===== config.mk =====
export PLATFORM = sky130hd
export DESIGN_NAME = key_event
export DESIGN_NICKNAME = d
export VERILOG_FILES = /design/src/rtl/key_event.sv
export SDC_FILE = /design/constraint.sdc
export NUM_CORES = 1
export LEC_CHECK = 0
export BUFFER_PORTS_ARGS = -buffer_cell sky130_fd_sc_hd__buf_2
export CAP_MARGIN = 5
export CORE_MARGIN = 10
export CORE_UTILIZATION = 57
export CTS_BUF_LIST = sky130_fd_sc_hd__clkbuf_4
export CTS_CLUSTER_SIZE = 16
export DETAILED_ROUTE_END_ITERATION = 12
export PLACE_DENSITY = 0.81
export SYNTH_ARGS = -nofsm -noshare
export SYNTH_HDL_FRONTEND = slang
export SYNTH_HIERARCHICAL = 1
export SYNTH_SLANG_ARGS = --single-unit

===== constraint.sdc =====
create_clock -name clk -period 2.95 [get_ports clk]
set_input_delay 0.4425 -clock clk [delete_from_list [all_inputs] [get_ports clk]]
set_output_delay 0.4425 -clock clk [all_outputs]
set_load 0.02 [all_outputs]

===== src/rtl/key_event.sv =====
// Key event encoder: turns debounced key levels into press/release/auto-repeat events
// on a ready/valid stream and tracks the most recently pressed (active) key.
module key_event_slot (
  input  logic clk,
  input  logic rst,
  input  logic key,
  input  logic clr_press,
  input  logic clr_rel,
  input  logic clr_rep,
  input  logic set_rep,
  output logic held,
  output logic pend_press,
  output logic pend_rel,
  output logic pend_rep,
  output logic drop
);
  logic rise, fall, keep_press, keep_rel;

  assign rise       = key & ~held;
  assign fall       = ~key & held;
  assign keep_press = pend_press & ~clr_press;
  assign keep_rel   = pend_rel & ~clr_rel;
  // An edge arriving while its pending bit survives this cycle is folded into it.
  assign drop       = (rise & keep_press) | (fall & keep_rel);

  always_ff @(posedge clk or posedge rst) begin
    if (rst) begin
      held       <= 1'b0;
      pend_press <= 1'b0;
      pend_rel   <= 1'b0;
      pend_rep   <= 1'b0;
    end else begin
      held       <= key;
      pend_press <= keep_press | rise;
      pend_rel   <= keep_rel | fall;
      pend_rep   <= ((pend_rep & ~clr_rep) | set_rep) & key;
    end
  end
endmodule

module key_event #(
  parameter int NKEYS           = 8,
  parameter int CLK_FREQ_KHZ    = 100_000,
  parameter int REPEAT_DELAY_MS = 500,
  parameter int REPEAT_RATE_MS  = 100
) (
  input  logic                     clk,
  input  logic                     rst,
  input  logic [NKEYS-1:0]         keys,
  input  logic                     evt_ready,
  output logic                     evt_valid,
  output logic [$clog2(NKEYS)-1:0] evt_code,
  output logic [1:0]               evt_kind,
  output logic [NKEYS-1:0]         held,
  output logic                     active_valid,
  output logic [$clog2(NKEYS)-1:0] active_code,
  output logic                     evt_drop
);
  localparam int CW = $clog2(NKEYS);
  localparam logic [31:0] DELAY_CYC = 32'(CLK_FREQ_KHZ * REPEAT_DELAY_MS);
  localparam logic [31:0] RATE_CYC  = 32'(CLK_FREQ_KHZ * REPEAT_RATE_MS);

  typedef enum logic [1:0] {
    KIND_REL   = 2'b00,
    KIND_PRESS = 2'b01,
    KIND_REP   = 2'b10
  } kind_e;

  logic [NKEYS-1:0] pend_press, pend_rel, pend_rep, drop;
  logic [NKEYS-1:0] clr_press, clr_rel, clr_rep, set_rep;
  logic [NKEYS-1:0] rise, fall;
  logic             load, sel_found;
  logic [CW-1:0]    sel_idx;
  kind_e            sel_kind;
  logic             act_v_n, restart, fire, first_done;
  logic [CW-1:0]    act_c_n;
  logic [31:0]      cnt, target;

  function automatic logic [CW-1:0] lowest(input logic [NKEYS-1:0] v);
    lowest = '0;
    for (int i = NKEYS - 1; i >= 0; i--)
      if (v[i]) lowest = CW'(i);
  endfunction

  for (genvar g = 0; g < NKEYS; g++) begin : g_slot
    key_event_slot u_slot (
      .clk       (clk),
      .rst       (rst),
      .key       (keys[g]),
      .clr_press (clr_press[g]),
      .clr_rel   (clr_rel[g]),
      .clr_rep   (clr_rep[g]),
      .set_rep   (set_rep[g]),
      .held      (held[g]),
      .pend_press(pend_press[g]),
      .pend_rel  (pend_rel[g]),
      .pend_rep  (pend_rep[g]),
      .drop      (drop[g])
    );
  end

  assign rise = keys & ~held;
  assign fall = ~keys & held;
  assign load = ~evt_valid | evt_ready;

  // Descending scan so the lowest pending index is the one left selected.
  always_comb begin
    sel_found = 1'b0;
    sel_idx   = '0;
    sel_kind  = KIND_REL;
    for (int i = NKEYS - 1; i >= 0; i--) begin
      if (pend_press[i] | pend_rel[i] | pend_rep[i]) begin
        sel_found = 1'b1;
        sel_idx   = CW'(i);
        sel_kind  = pend_press[i] ? KIND_PRESS : (pend_rel[i] ? KIND_REL : KIND_REP);
      end
    end
  end

  always_comb begin
    clr_press = '0;
    clr_rel   = '0;
    clr_rep   = '0;
    if (load && sel_found) begin
      case (sel_kind)
        KIND_PRESS: clr_press[sel_idx] = 1'b1;
        KIND_REL:   clr_rel[sel_idx]   = 1'b1;
        default:    clr_rep[sel_idx]   = 1'b1;
      endcase
    end
  end

  always_ff @(posedge clk or posedge rst) begin
    if (rst) begin
      evt_valid <= 1'b0;
      evt_code  <= '0;
      evt_kind  <= 2'b00;
      evt_drop  <= 1'b0;
    end else begin
      evt_drop <= evt_drop | (|drop);
      if (load) begin
        evt_valid <= sel_found;
        if (sel_found) begin
          evt_code <= sel_idx;
          evt_kind <= sel_kind;
        end
      end
    end
  end

  // Newest rise takes over; losing the active key falls back to the lowest one still down.
  always_comb begin
    act_v_n = active_valid;
    act_c_n = active_code;
    if (|rise) begin
      act_v_n = 1'b1;
      act_c_n = lowest(rise);
    end else if (active_valid && fall[active_code]) begin
      act_v_n = |keys;
      act_c_n = lowest(keys);
    end
  end

  assign restart = act_v_n & (~active_valid | (act_c_n != active_code));
  assign target  = first_done ? RATE_CYC : DELAY_CYC;
  assign fire    = active_valid & act_v_n & ~restart & ((cnt + 32'd1) == target);

  always_comb begin
    set_rep              = '0;
    set_rep[active_code] = fire;
  end

  always_ff @(posedge clk or posedge rst) begin
    if (rst) begin
      active_valid <= 1'b0;
      active_code  <= '0;
      cnt          <= '0;
      first_done   <= 1'b0;
    end else begin
      active_valid <= act_v_n;
      active_code  <= act_c_n;
      if (!act_v_n || restart) begin
        cnt        <= '0;
        first_done <= 1'b0;
      end else if (fire) begin
        cnt        <= '0;
        first_done <= 1'b1;
      end else begin
        cnt <= cnt + 32'd1;
      end
    end
  end
endmodule


* Yosys cells after proc, flatten, opt, wreduce, memory -nomap -nowiden
Cells that the tools add are included.
** Cells by class
- Add/sub/neg operators :: 1
- $lt $le $gt $ge :: 4
- Eq/ne operators :: 3
- Muxes and demuxes :: 77
- Bitwise logic cells :: 167
- Reduce and logical (&&, ||, !) cells :: 13
** Operators by type and width (number)
- $mux 3 :: 26
- $and 1x1->1 :: 68
- $mux 32 :: 2
- $or 1x1->1 :: 51
- $mux 2 :: 24
- $mux 8 :: 6
- $not 1->1 :: 43
- $add 32x1->32 const B :: 1
- $eq 32x26->1 :: 1
- $mux 26 :: 1
- $and 8x8->8 :: 3
- $reduce_or 8->1 :: 3
- $not 8->8 :: 2
- $mux 1 :: 15
- $lt 3x4->1 const B :: 2
- $demux 1 s3 :: 2
- $ge 3x1->1 const B :: 2
- $logic_and 1x1->1 :: 4
- $bmux 1 s3 :: 1
- $ne 3x3->1 :: 1
- $eq 2x1->1 const B :: 1
- $logic_not 2->1 :: 1
- $reduce_and 2->1 :: 1
- $reduce_bool 2->1 :: 1
- other kinds (3) :: 3
** Word-level totals
- Bits in registers :: 76
- Bits of input ports :: 11
- Output and inout port bits :: 19
- Logic and storage cells :: 305

* Longest topological paths before layout
Gate-level depths: netlist of the first run.
- Depth after elaboration :: 22
- Gate-level depth with buffers :: 11
- Mapped depth without buffers :: 11

* Cells and area by module
The synthesis of the first run kept the hierarchy.
** Modules (own cells, without submodules)
- key_event :: instances 1, cells an instance 458, area an instance 3662.3 sq um, sequential area each 1101.1 sq um
- key_event_slot :: instances 8, cells an instance 14, area an instance 163.9 sq um, sequential area each 100.1 sq um

* Worst setup path before layout of the first run
No wires, ideal clock.
- Path kind :: register to register
- From :: register cnt[5]
- To :: register g_slot[6].u_slot.pend_rep
- Library setup time :: 0.065 ns
- Arrival :: 2.875 ns
- Required time :: 2.885 ns
- Setup slack :: 0.010 ns
- Cell stages (with the launch flop) :: 11
- Path buffers :: 2
- Clock period less this slack :: 2.940 ns
- Cell sequence :: dfrtp_1 > buf_2 > nand3_4 > or4_1 > buf_2 > nor4_1 > xnor2_1 > nor4b_1 > o2111ai_4 > nor4_1 > o21a_1
** Between the ends
- Cells in the longest elaborated chain, start to end :: 6
** RTL lines
- start, declared :: line 77 : logic [31:0] cnt, target;
- start signal, assigned :: line 189 : cnt <= cnt + 32'd1;
- $add 32x1->32 :: line 166 : assign fire = active_valid & act_v_n & ~restart & ((cnt + 32'd1) == target);
- $eq 32x26->1 :: line 166
- $and 1x1->1 :: line 166
- $and 8x8->8 (no source line)
- named net set_rep[6] :: line 70 : logic [NKEYS-1:0] clr_press, clr_rel, clr_rep, set_rep;
- $or 1x1->1 :: line 36 : pend_rep <= ((pend_rep & ~clr_rep) | set_rep) & key;
- $and 1x1->1 :: line 36
- end signal, assigned :: line 36
- end, declared :: line 14 : output logic pend_rep,
The timed path passes the listed nets, and every way through them passes these cells.
A chain may end at the register's enable or synchronous reset.

* Final worst setup path of the first run
- From :: register cnt[1]
- To :: register g_slot[4].u_slot.pend_rep
** Between the ends
- Cells in the longest elaborated chain, start to end :: 6
** RTL lines (line)
- $add 32x1->32 :: 166
- $eq 32x26->1 :: 166
- $and 1x1->1 :: 166
- $and 8x8->8 (no source line)
- named net set_rep[4] :: 70
- $or 1x1->1 :: 36
- $and 1x1->1 :: 36
- end signal, assigned :: 36
- end, declared :: 14
The timed path passes the listed nets, and every way through them passes these cells.

==> run summary, run 1 <==
The run finished, with violations left. The final reports fail on setup timing. The setup-violating endpoint count in the final report came out at 3. Hold is met by 232 ps. The total power consumption of the routed design is 0.00219 W.

The path class of the tightest hold or removal check is primary input to flop. The clock edge transition at the registers on the reported setup and hold paths came out at 140 ps. The first global-routing pass estimated 23200 µm of wire. The floorplan step defined a die boundary enclosing 12900 µm².

The total placed instance area came out at 5490 µm². The relative max-transition margin came out at 0.340. The number of top-level pins is 30. The synthesized netlist occupies a cell area of 4970 µm².

The sum of net half-perimeters after detailed placement is 10600 µm. The setup check on the worst reg-to-reg path leaves a slack of -100 ps. Yosys printed 6 warnings. The number of synthesized register bits is 76.

The power per unit of standard cell area came out at 367 nW/µm². The final count of hold timing violations is 0. The part of the cycle the worst path needs came out at 1.03. The final non-filler cell area came out at 5950 µm². The first-pass iteration count of the detailed router is 5. The remaining number of nets flagged by the antenna check after routing is 0. The overflow left after global routing is 0. The clock tree root driver cell is sky130_fd_sc_hd__clkbuf_4. The number of global-route vias before repair was 4788. The overall global routing resource usage is 0.219. The final max-slew violation count came to 0. Static timing analysis puts the maximum clock frequency at 328 MHz. The sequential cell area fraction in the yosys report is 0.382. At the end of routability-driven placement, the weighted congestion stood at 0.921.

The total CTS buffers came out at 9. The required time of the critical path is 3320 ps. The most critical setup path has its endpoint at g_slot[4].u_slot/pend_rep$_DFF_PP0_. The start-to-end type of the worst setup path is flop to flop. The instance count of the mapped netlist is 570. The number of violations of the max-capacitance limit came out at 0. The arrival time of the worst setup path came out at 3420 ps. The top fanout value on the critical path is 7.

The total number of vias came out at 4935. For this run, design rule violations remaining after detail routing come to 0. The worst clock skew on the final layout came out at 17.0 ps.

STA classifies the critical path endpoint as a flop. The initial utilization of the core area, before any placement, comes to 0.579. Fill cells in the final layout number 679. The number of distinct standard cells referenced by the synthesized netlist is 73. In this run the top signal layer used is met4. The cell depth of the worst flop-to-flop path came out at 11.

The worst register-to-register path ends at g_slot[4].u_slot/pend_rep$_DFF_PP0_. The signed area change from the synthesized netlist to the final layout came out at 19.7%. 0 antenna diodes ended up in the layout. The deepest clock path buffer count came out at 2.

TritonCTS built the clock tree. The maximum number of pins on one net before global-route repair came out at 45. The net count after synthesis came out at 583.

The share of flip-flops with an asynchronous set or reset after synthesis came out at 1.00. The hold path depth came out at 1. The vertical die dimension came out at 113 µm.

The H-tree depth came out at 3. The die span in x is 113 µm. After detailed routing, the met2 layer carries 7760 µm of wire.

For the worst-skew pair, the clock arrives at the later sink with an insertion delay of 430 ps. The average vias per placed instance is 6.49. The routed wire length came out at 15000 µm.

The initial antenna violation count is 0. The number of nets in the finished design came out at 660. The worst hold path startpoint is keys[0]. The number of buffers inserted by port buffering is 29. The placement-stage worst setup slack is -41.3 ps. After floorplanning, the core was sized to cover 8590 µm².

The worst-case IR drop observed on VDD is 0.255 mV. The final critical path time including I/O delays and setup is 3050 ps. The number of standard-cell rows in the floorplan is 34.

Summed over all cells, the static leakage comes to 2.34 nW. The synthesized design contains 0 enable-type register cells. After detailed routing, the average wire length per cell comes to 19.8 µm. STA classifies the critical path startpoint as a flop. The synthesized area per cell came out at 8.73 µm².

The predominant post-synthesis flop cell is sky130_fd_sc_hd__dfrtp_1. The startpoint of the most critical setup path is cnt[1]$_DFF_PP0_. The detailed router put a total of 5810 µm of wire on met1. The met3 routed wirelength came out at 911 µm. The fraction of layout cells with a size suffix above 1 came out at 0.253. The actual transition at the worst max-transition pin is 989 ps. The source of the worst register-to-register timing path is cnt[1]$_DFF_PP0_. After the first detailed-routing iteration, the DRC count stood at 355. The CTS sink count is 76. The final critical-path setup slack is -102 ps.
-- layout by cell type (no fill, tap or decap), drive strengths merged, types with 5 or more instances in the layout --
master / instances
nand3: 24
nand2: 54
and2: 8
nor3: 33
and3: 6
inv: 18
buf: 82
or4: 7
o21a: 10
o2111ai: 5
nor4: 21
nor2b: 19
xor2: 12
a21oi: 16
or2: 6
dfrtp: 76
nor2: 57
clkbuf: 10
xnor2: 15
nand4: 14
nor3b: 10
o22ai: 13
o31ai: 5
nand2b: 42
o21ai: 22
-- where the power goes --
group          switching, W  total [W]  leakage (nW)  internal [W]
Combinational      0.000248   0.000391          1.33      0.000142
Clock              0.000407   0.000676        0.0744      0.000268
Sequential        0.0000473    0.00112         0.934       0.00107
-- per-layer routing --
| layer | vias to the layer above | track usage |
|---|---|---|
| li1 | 2237 | - |
| met1 | 2381 | 0.250 |
| met2 | 266 | 0.387 |
| met3 | 51 | 0.0399 |
| met4 | 0 | 0.101 |
| met5 | - | 0 |
-- critical path: stages, from the launching register on --
cell and delay, ps:
sky130_fd_sc_hd__dfrtp_2 440, sky130_fd_sc_hd__ha_1 210, sky130_fd_sc_hd__buf_4 160, sky130_fd_sc_hd__nand4_1 110, sky130_fd_sc_hd__nor4_1 340, sky130_fd_sc_hd__xnor2_1 340
sky130_fd_sc_hd__o2111ai_1 290, sky130_fd_sc_hd__nor4_4 190, sky130_fd_sc_hd__buf_4 190, sky130_fd_sc_hd__o2111ai_4 180, sky130_fd_sc_hd__nor4_1 340, sky130_fd_sc_hd__o21a_1 200
-- cells in the mapped netlist (3+ instances only) --
cell | count | area (µm²)
sky130_fd_sc_hd__o211ai_1 | 3 | 22.5
sky130_fd_sc_hd__xor2_1 | 12 | 105
sky130_fd_sc_hd__nor3_1 | 26 | 130
sky130_fd_sc_hd__or2_2 | 6 | 37.5
sky130_fd_sc_hd__o22ai_1 | 13 | 81.3
sky130_fd_sc_hd__nand3_1 | 23 | 115
sky130_fd_sc_hd__and3_1 | 6 | 37.5
sky130_fd_sc_hd__or3_1 | 3 | 18.8
sky130_fd_sc_hd__o21a_1 | 10 | 75.1
sky130_fd_sc_hd__inv_1 | 17 | 63.8
sky130_fd_sc_hd__or4_1 | 7 | 52.6
sky130_fd_sc_hd__xnor2_1 | 15 | 131
sky130_fd_sc_hd__nand2_1 | 54 | 203
sky130_fd_sc_hd__a31oi_1 | 4 | 25.0
sky130_fd_sc_hd__nand2b_1 | 34 | 213
sky130_fd_sc_hd__nand4b_1 | 3 | 26.3
sky130_fd_sc_hd__buf_2 | 4 | 20.0
sky130_fd_sc_hd__nor2b_1 | 19 | 119
sky130_fd_sc_hd__o31ai_1 | 5 | 37.5
sky130_fd_sc_hd__o2111ai_1 | 3 | 26.3
sky130_fd_sc_hd__o21ai_0 | 22 | 110
sky130_fd_sc_hd__nor3b_1 | 9 | 67.6
sky130_fd_sc_hd__a22oi_1 | 3 | 22.5
sky130_fd_sc_hd__and2_1 | 7 | 43.8
sky130_fd_sc_hd__clkbuf_1 | 12 | 45.0
sky130_fd_sc_hd__nand2b_4 | 8 | 110
sky130_fd_sc_hd__a211oi_1 | 4 | 30.0
sky130_fd_sc_hd__a21oi_1 | 16 | 80.1
sky130_fd_sc_hd__and4_1 | 3 | 26.3
sky130_fd_sc_hd__nor3_2 | 7 | 70.1
sky130_fd_sc_hd__nand4_1 | 13 | 81.3
sky130_fd_sc_hd__dfrtp_1 | 76 | 1900
sky130_fd_sc_hd__nor2_1 | 57 | 214
sky130_fd_sc_hd__nor4_1 | 18 | 113
-- per-stage QoR --
step,TNS (ps),util,instances
global placement,0,0.639,730
CTS,0,0.661,751
floorplan,0,-,570
detailed placement,-47.4,0.639,730
global route,-3240,0.693,760
finish,-128,0.693,760
-- worst min path at each step --
| stage | endpoint |
|---|---|
| 2_1_floorplan | g_slot[0].u_slot/held$_DFF_PP0_ |
| 3_3_place_gp | g_slot[3].u_slot/pend_press$_DFF_PP0_ |
| 3_5_place_dp | g_slot[2].u_slot/pend_press$_DFF_PP0_ |
| 4_1_cts | g_slot[3].u_slot/held$_DFF_PP0_ |
| 5_1_grt | g_slot[0].u_slot/held$_DFF_PP0_ |
| 6_report | g_slot[0].u_slot/held$_DFF_PP0_ |
-- layout make-up --
type,count,area (µm²),area share
multi-input cells,459,3140,0.527
flip-flops and latches,76,1910,0.320
repair buffers,83,569,0.0956
well taps,108,135,0.0227
clock buffers,10,75.1,0.0126
inverters,18,67.6,0.0114
clock inverters,6,63.8,0.0107
-- registers in the layout, summed over array words and instances, names as in the netlist --
register                  flops
active_valid                  1
evt_drop                      1
evt_code                      3
g_slot.u_slot/held            8
g_slot.u_slot/pend_press      8
g_slot.u_slot/pend_rel        8
cnt                          32
active_code                   3
evt_kind                      2
first_done                    1
g_slot.u_slot/pend_rep        8
evt_valid                     1
-- kinds of logic (layout without fill, tap and decap cells) --
logic type,count (synthesis),count (layout),share of synthesized area
AO/OA/AOI/OAI,109,110,0.157
XOR/XNOR,27,27,0.0475
adder cells (fa/ha/maj),2,2,0.00503
buffers and inverters,36,117,0.0304
flip-flops,76,76,0.382
multiplexers,3,3,0.00654
AND/OR/NAND/NOR,317,317,0.371
-- timing repair --
action / 4_1_cts / 5_1_grt
cloned: 0 / 1
resized for setup: 3 / 35
endpoints found under the hold margin: 30 / 0
setup buffers: 4 / 8
hold buffers: 1 / 0
setup endpoints to repair: 6 / 25
pin swaps: 2 / 14
Power figures use the tool's default switching activity.
==> run 2, diff against run 1 <==
Settings changed: REMOVE_ABC_BUFFERS set to 1.
==> run 2 against run 1 <==
  * Critical path type unchanged
  * Routed wire length fell by 7.6%
  * The run now ends clean
  * Highest routed layer unchanged
  * Worst hold slack lost 14 ps
  * Largest power group unchanged
  * Largest cell class unchanged
  * Global-route usage shrank 0.34 points
  * Sequential cell count is the same
  * Clock power fell by 5.8%
==> run summary, run 2 (synthesized netlist as in run 1, its figures left out) <==
The overall global routing resource usage is 0.215 (-0.00342). The instance count after placement with tap cells included came out at 744 (+1.9%). The number of top-level pins is 30 (unchanged).

On the critical path, the stage with the largest delay is an instance of sky130_fd_sc_hd__dfrtp_1. The register with the most flip-flops in the final layout is cnt. The net switching power is 0.000678 W (-3.5%). Setup repair after global routing could not meet its margin everywhere.

The part of the cycle the worst path needs is 0.976 (-0.0591). The number of cells in the finished layout apart from fillers was 769 (+1.2%). The area enclosed by the die boundary came out at 12900 µm² (unchanged).

The number of violations of the max-capacitance limit is 0 (unchanged). The required time of the critical path was 3320 ps (about the same). The buffer and inverter count on the worst path is 3 (+1). The overflow left after global routing came out at 0 (unchanged).

The final critical-path setup slack is 72.3 ps (+174 ps). The leakage power figure came out at 2.38 nW (+1.8%). The initial antenna violation count came out at 0 (unchanged). The H-tree depth is 3 (unchanged). The signed area change from the synthesized netlist to the final layout is 19.5%. The number of standard-cell rows in the floorplan was 34 (unchanged).

The run finished with clean final reports. The internal power came out at 0.00147 W (-0.92%). Leaving out fill and tap cells, the most frequent cells in the layout are 75 x sky130_fd_sc_hd__dfrtp_1, 62 x sky130_fd_sc_hd__buf_4, 56 x sky130_fd_sc_hd__nor2_1. Tracing the worst setup path back leads to its startpoint at cnt[6]$_DFF_PP0_. The clock insertion delay at the later pin of the skew report came out at 430 ps (about the same). The library cell used most frequently in the layout, excluding fill and tap cells, is sky130_fd_sc_hd__dfrtp_1. The routability congestion estimate came out at 0.947 (+2.9%).

The CTS sink count came out at 76 (unchanged). In this run the most used layer during global routing was met2. The number of flip-flops in the largest register is 32 (unchanged). The met3 track demand over resource is 0.0577 (+0.0178). The mean routed wirelength per cell is 18.0 µm (-8.7%). The die span in x came out at 113 µm (unchanged). The worst hold path startpoint is keys[3]. The tightest min-delay check is of the primary input to flop type.

The met2 track demand over resource in global routing is 0.321 (-0.0657). The sum of net half-perimeters after detailed placement is 10400 µm (-1.9%). The delay of the slowest cell on the worst path is 430 ps (about the same). The final critical path time including I/O delays and setup is 2880 ps (-174 ps).

The number of design-rule violations left by the first detailed-router iteration came out at 494 (+39%). The starting density of the core is 0.579 (unchanged). The remaining number of nets flagged by the antenna check after routing came out at 0 (unchanged). The final-layout worst hold slack is 218 ps (-14.2 ps). The share of total power consumed by net switching is 0.316 (-0.00566).

The clock edge transition at the registers on the reported setup and hold paths is 130 ps (about the same). The vertical die dimension came out at 113 µm (unchanged). The number of nets in the finished design is 669 (+1.4%). The number of buffers inserted by port buffering came out at 29 (unchanged).

The total number of vias is 4849 (-1.7%). The proportion of power drawn by combinational gates came out at 0.182 (+0.003). The cell sitting at the root of the clock tree is a sky130_fd_sc_hd__clkbuf_4. The total CTS buffers was 9 (unchanged). The average vias per placed instance is 6.31 (-2.9%). The timing-limited maximum frequency is 347 MHz (+6.1%). The deepest clock path buffer count came out at 2 (unchanged).

The met1 track demand over resource came out at 0.297 (+0.0465). The worst clock skew on the final layout came out at 16.7 ps (-0.312 ps). The routed wire length is 13900 µm (-7.6%). The final max-slew violation count came to 0 (unchanged).

TritonCTS built the clock tree. The first-pass iteration count of the detailed router was 5 (unchanged). The final count of hold timing violations is 0 (unchanged). The maximum number of pins on one net before global-route repair came out at 45 (unchanged). Among cell families on the critical path, the largest total delay comes from compound AO/OA/AOI/OAI gates.

The top fanout value on the critical path is 9 (+2). The portion of total power attributed to the clock network came out at 0.296 (-0.013). The critical path goes through buf_4, buf_4, and3_1, buf_4, nand2_1, o31ai_1, nand3_1, a2111oi_4, o2111ai_4, nor4_2, o21a_1. The cell repeated most along the worst path is sky130_fd_sc_hd__buf_4. The fraction of layout cells with a size suffix above 1 was 0.251 (-0.00193).

The DRC violations left was 0 (unchanged). The worst register-to-register path begins at cnt[6]$_DFF_PP0_. The setup path with the least slack is of type flop to flop. The core region area was 8590 µm² (unchanged). The final sum of negative setup slack came to 0 ps (+128 ps). The placement-stage worst setup slack came out at 10.4 ps (+51.8 ps).

The number of global-route vias before repair is 4779 (-0.19%). The power per unit of standard cell area is 361 nW/µm² (-1.6%). The kind of launch point of the worst setup path is a flop.

The number of diodes added for antenna fixing is 0 (unchanged). The worst setup slack for register-to-register paths was 70 ps (+170 ps). The arrival time of the worst setup path came out at 3250 ps (-170 ps).

The total power consumption of the routed design is 0.00215 W (-1.7%). The global-route wire length before repair was 23100 µm (-0.68%). The actual transition at the worst max-transition pin came out at 1000 ps (+13.0 ps).

The worst supply voltage drop on vdd is 0.258 mV (+1.1%). The sequential group share of total power came to 0.522 (+0.010). STA classifies the critical path endpoint as a flop. The setup-violating endpoint count in the final report is 0 (-3).

The relative max-transition margin is 0.331 (-0.00866).
## run 2: stage by stage
| stage | util | area [µm²] |
|---|---|---|
| after global routing | 0.692 | 5940 |
| after detailed placement | 0.651 | 5600 |
| final | 0.692 | 5940 |
| after floorplan | - | 4890 |
| after global placement | 0.651 | 5600 |
| after CTS | 0.670 | 5760 |
## run 2: worst paths after layout
| check | to | cells after the start |
|---|---|---|
| worst max-delay path | g_slot[1].u_slot/pend_rep$_DFF_PP0_ | 11 |
| worst min-delay path | g_slot[3].u_slot/held$_DFF_PP0_ | 1 |
| worst max register to register | g_slot[1].u_slot/pend_rep$_DFF_PP0_ | 11 |
| worst min register to register | cnt[0]$_DFF_PP0_ | 1 |
| max in group asynchronous | cnt[0]$_DFF_PP0_ | 3 |
| min in group asynchronous | g_slot[4].u_slot/held$_DFF_PP0_ | 3 |
## run 2: power by group through the flow
| stage | Clock [W] | Sequential [W] | Combinational [W] |
|---|---|---|---|
| after floorplan | 0 | 0.00115 | 0.000204 |
| after global placement | 0 | 0.00113 | 0.000365 |
| after detailed placement | 0 | 0.00114 | 0.000370 |
| after CTS | 0.000651 | 0.00112 | 0.000373 |
| after global routing | 0.000705 | 0.00113 | 0.000429 |
| final | 0.000637 | 0.00112 | 0.000390 |
## run 2: final cells by class
cell class | instances | area, µm²
clock inverters | 7 | 67.6
multi-input cells | 458 | 3060
fillers | 666 | 2650
flip-flops and latches | 76 | 1900
inverters | 18 | 67.6
well taps | 108 | 135
clock buffers | 9 | 67.6
repair buffers | 93 | 641
## run 2: what timing repair did
| action | CTS | global route |
|---|---|---|
| setup endpoints to repair | 4 | 20 |
| resized for setup | 0 | 24 |
| hold buffers | 1 | 0 |
| setup buffers | 2 | 6 |
| hold endpoints to repair | 32 | 0 |
| pin swaps | 0 | 6 |
## run 2: metal layers
layer,part of all wire,vias up
met4,0.019,0
met2,0.45,239
met5,0,-
met3,0.090,34
li1,-,2251
met1,0.44,2325
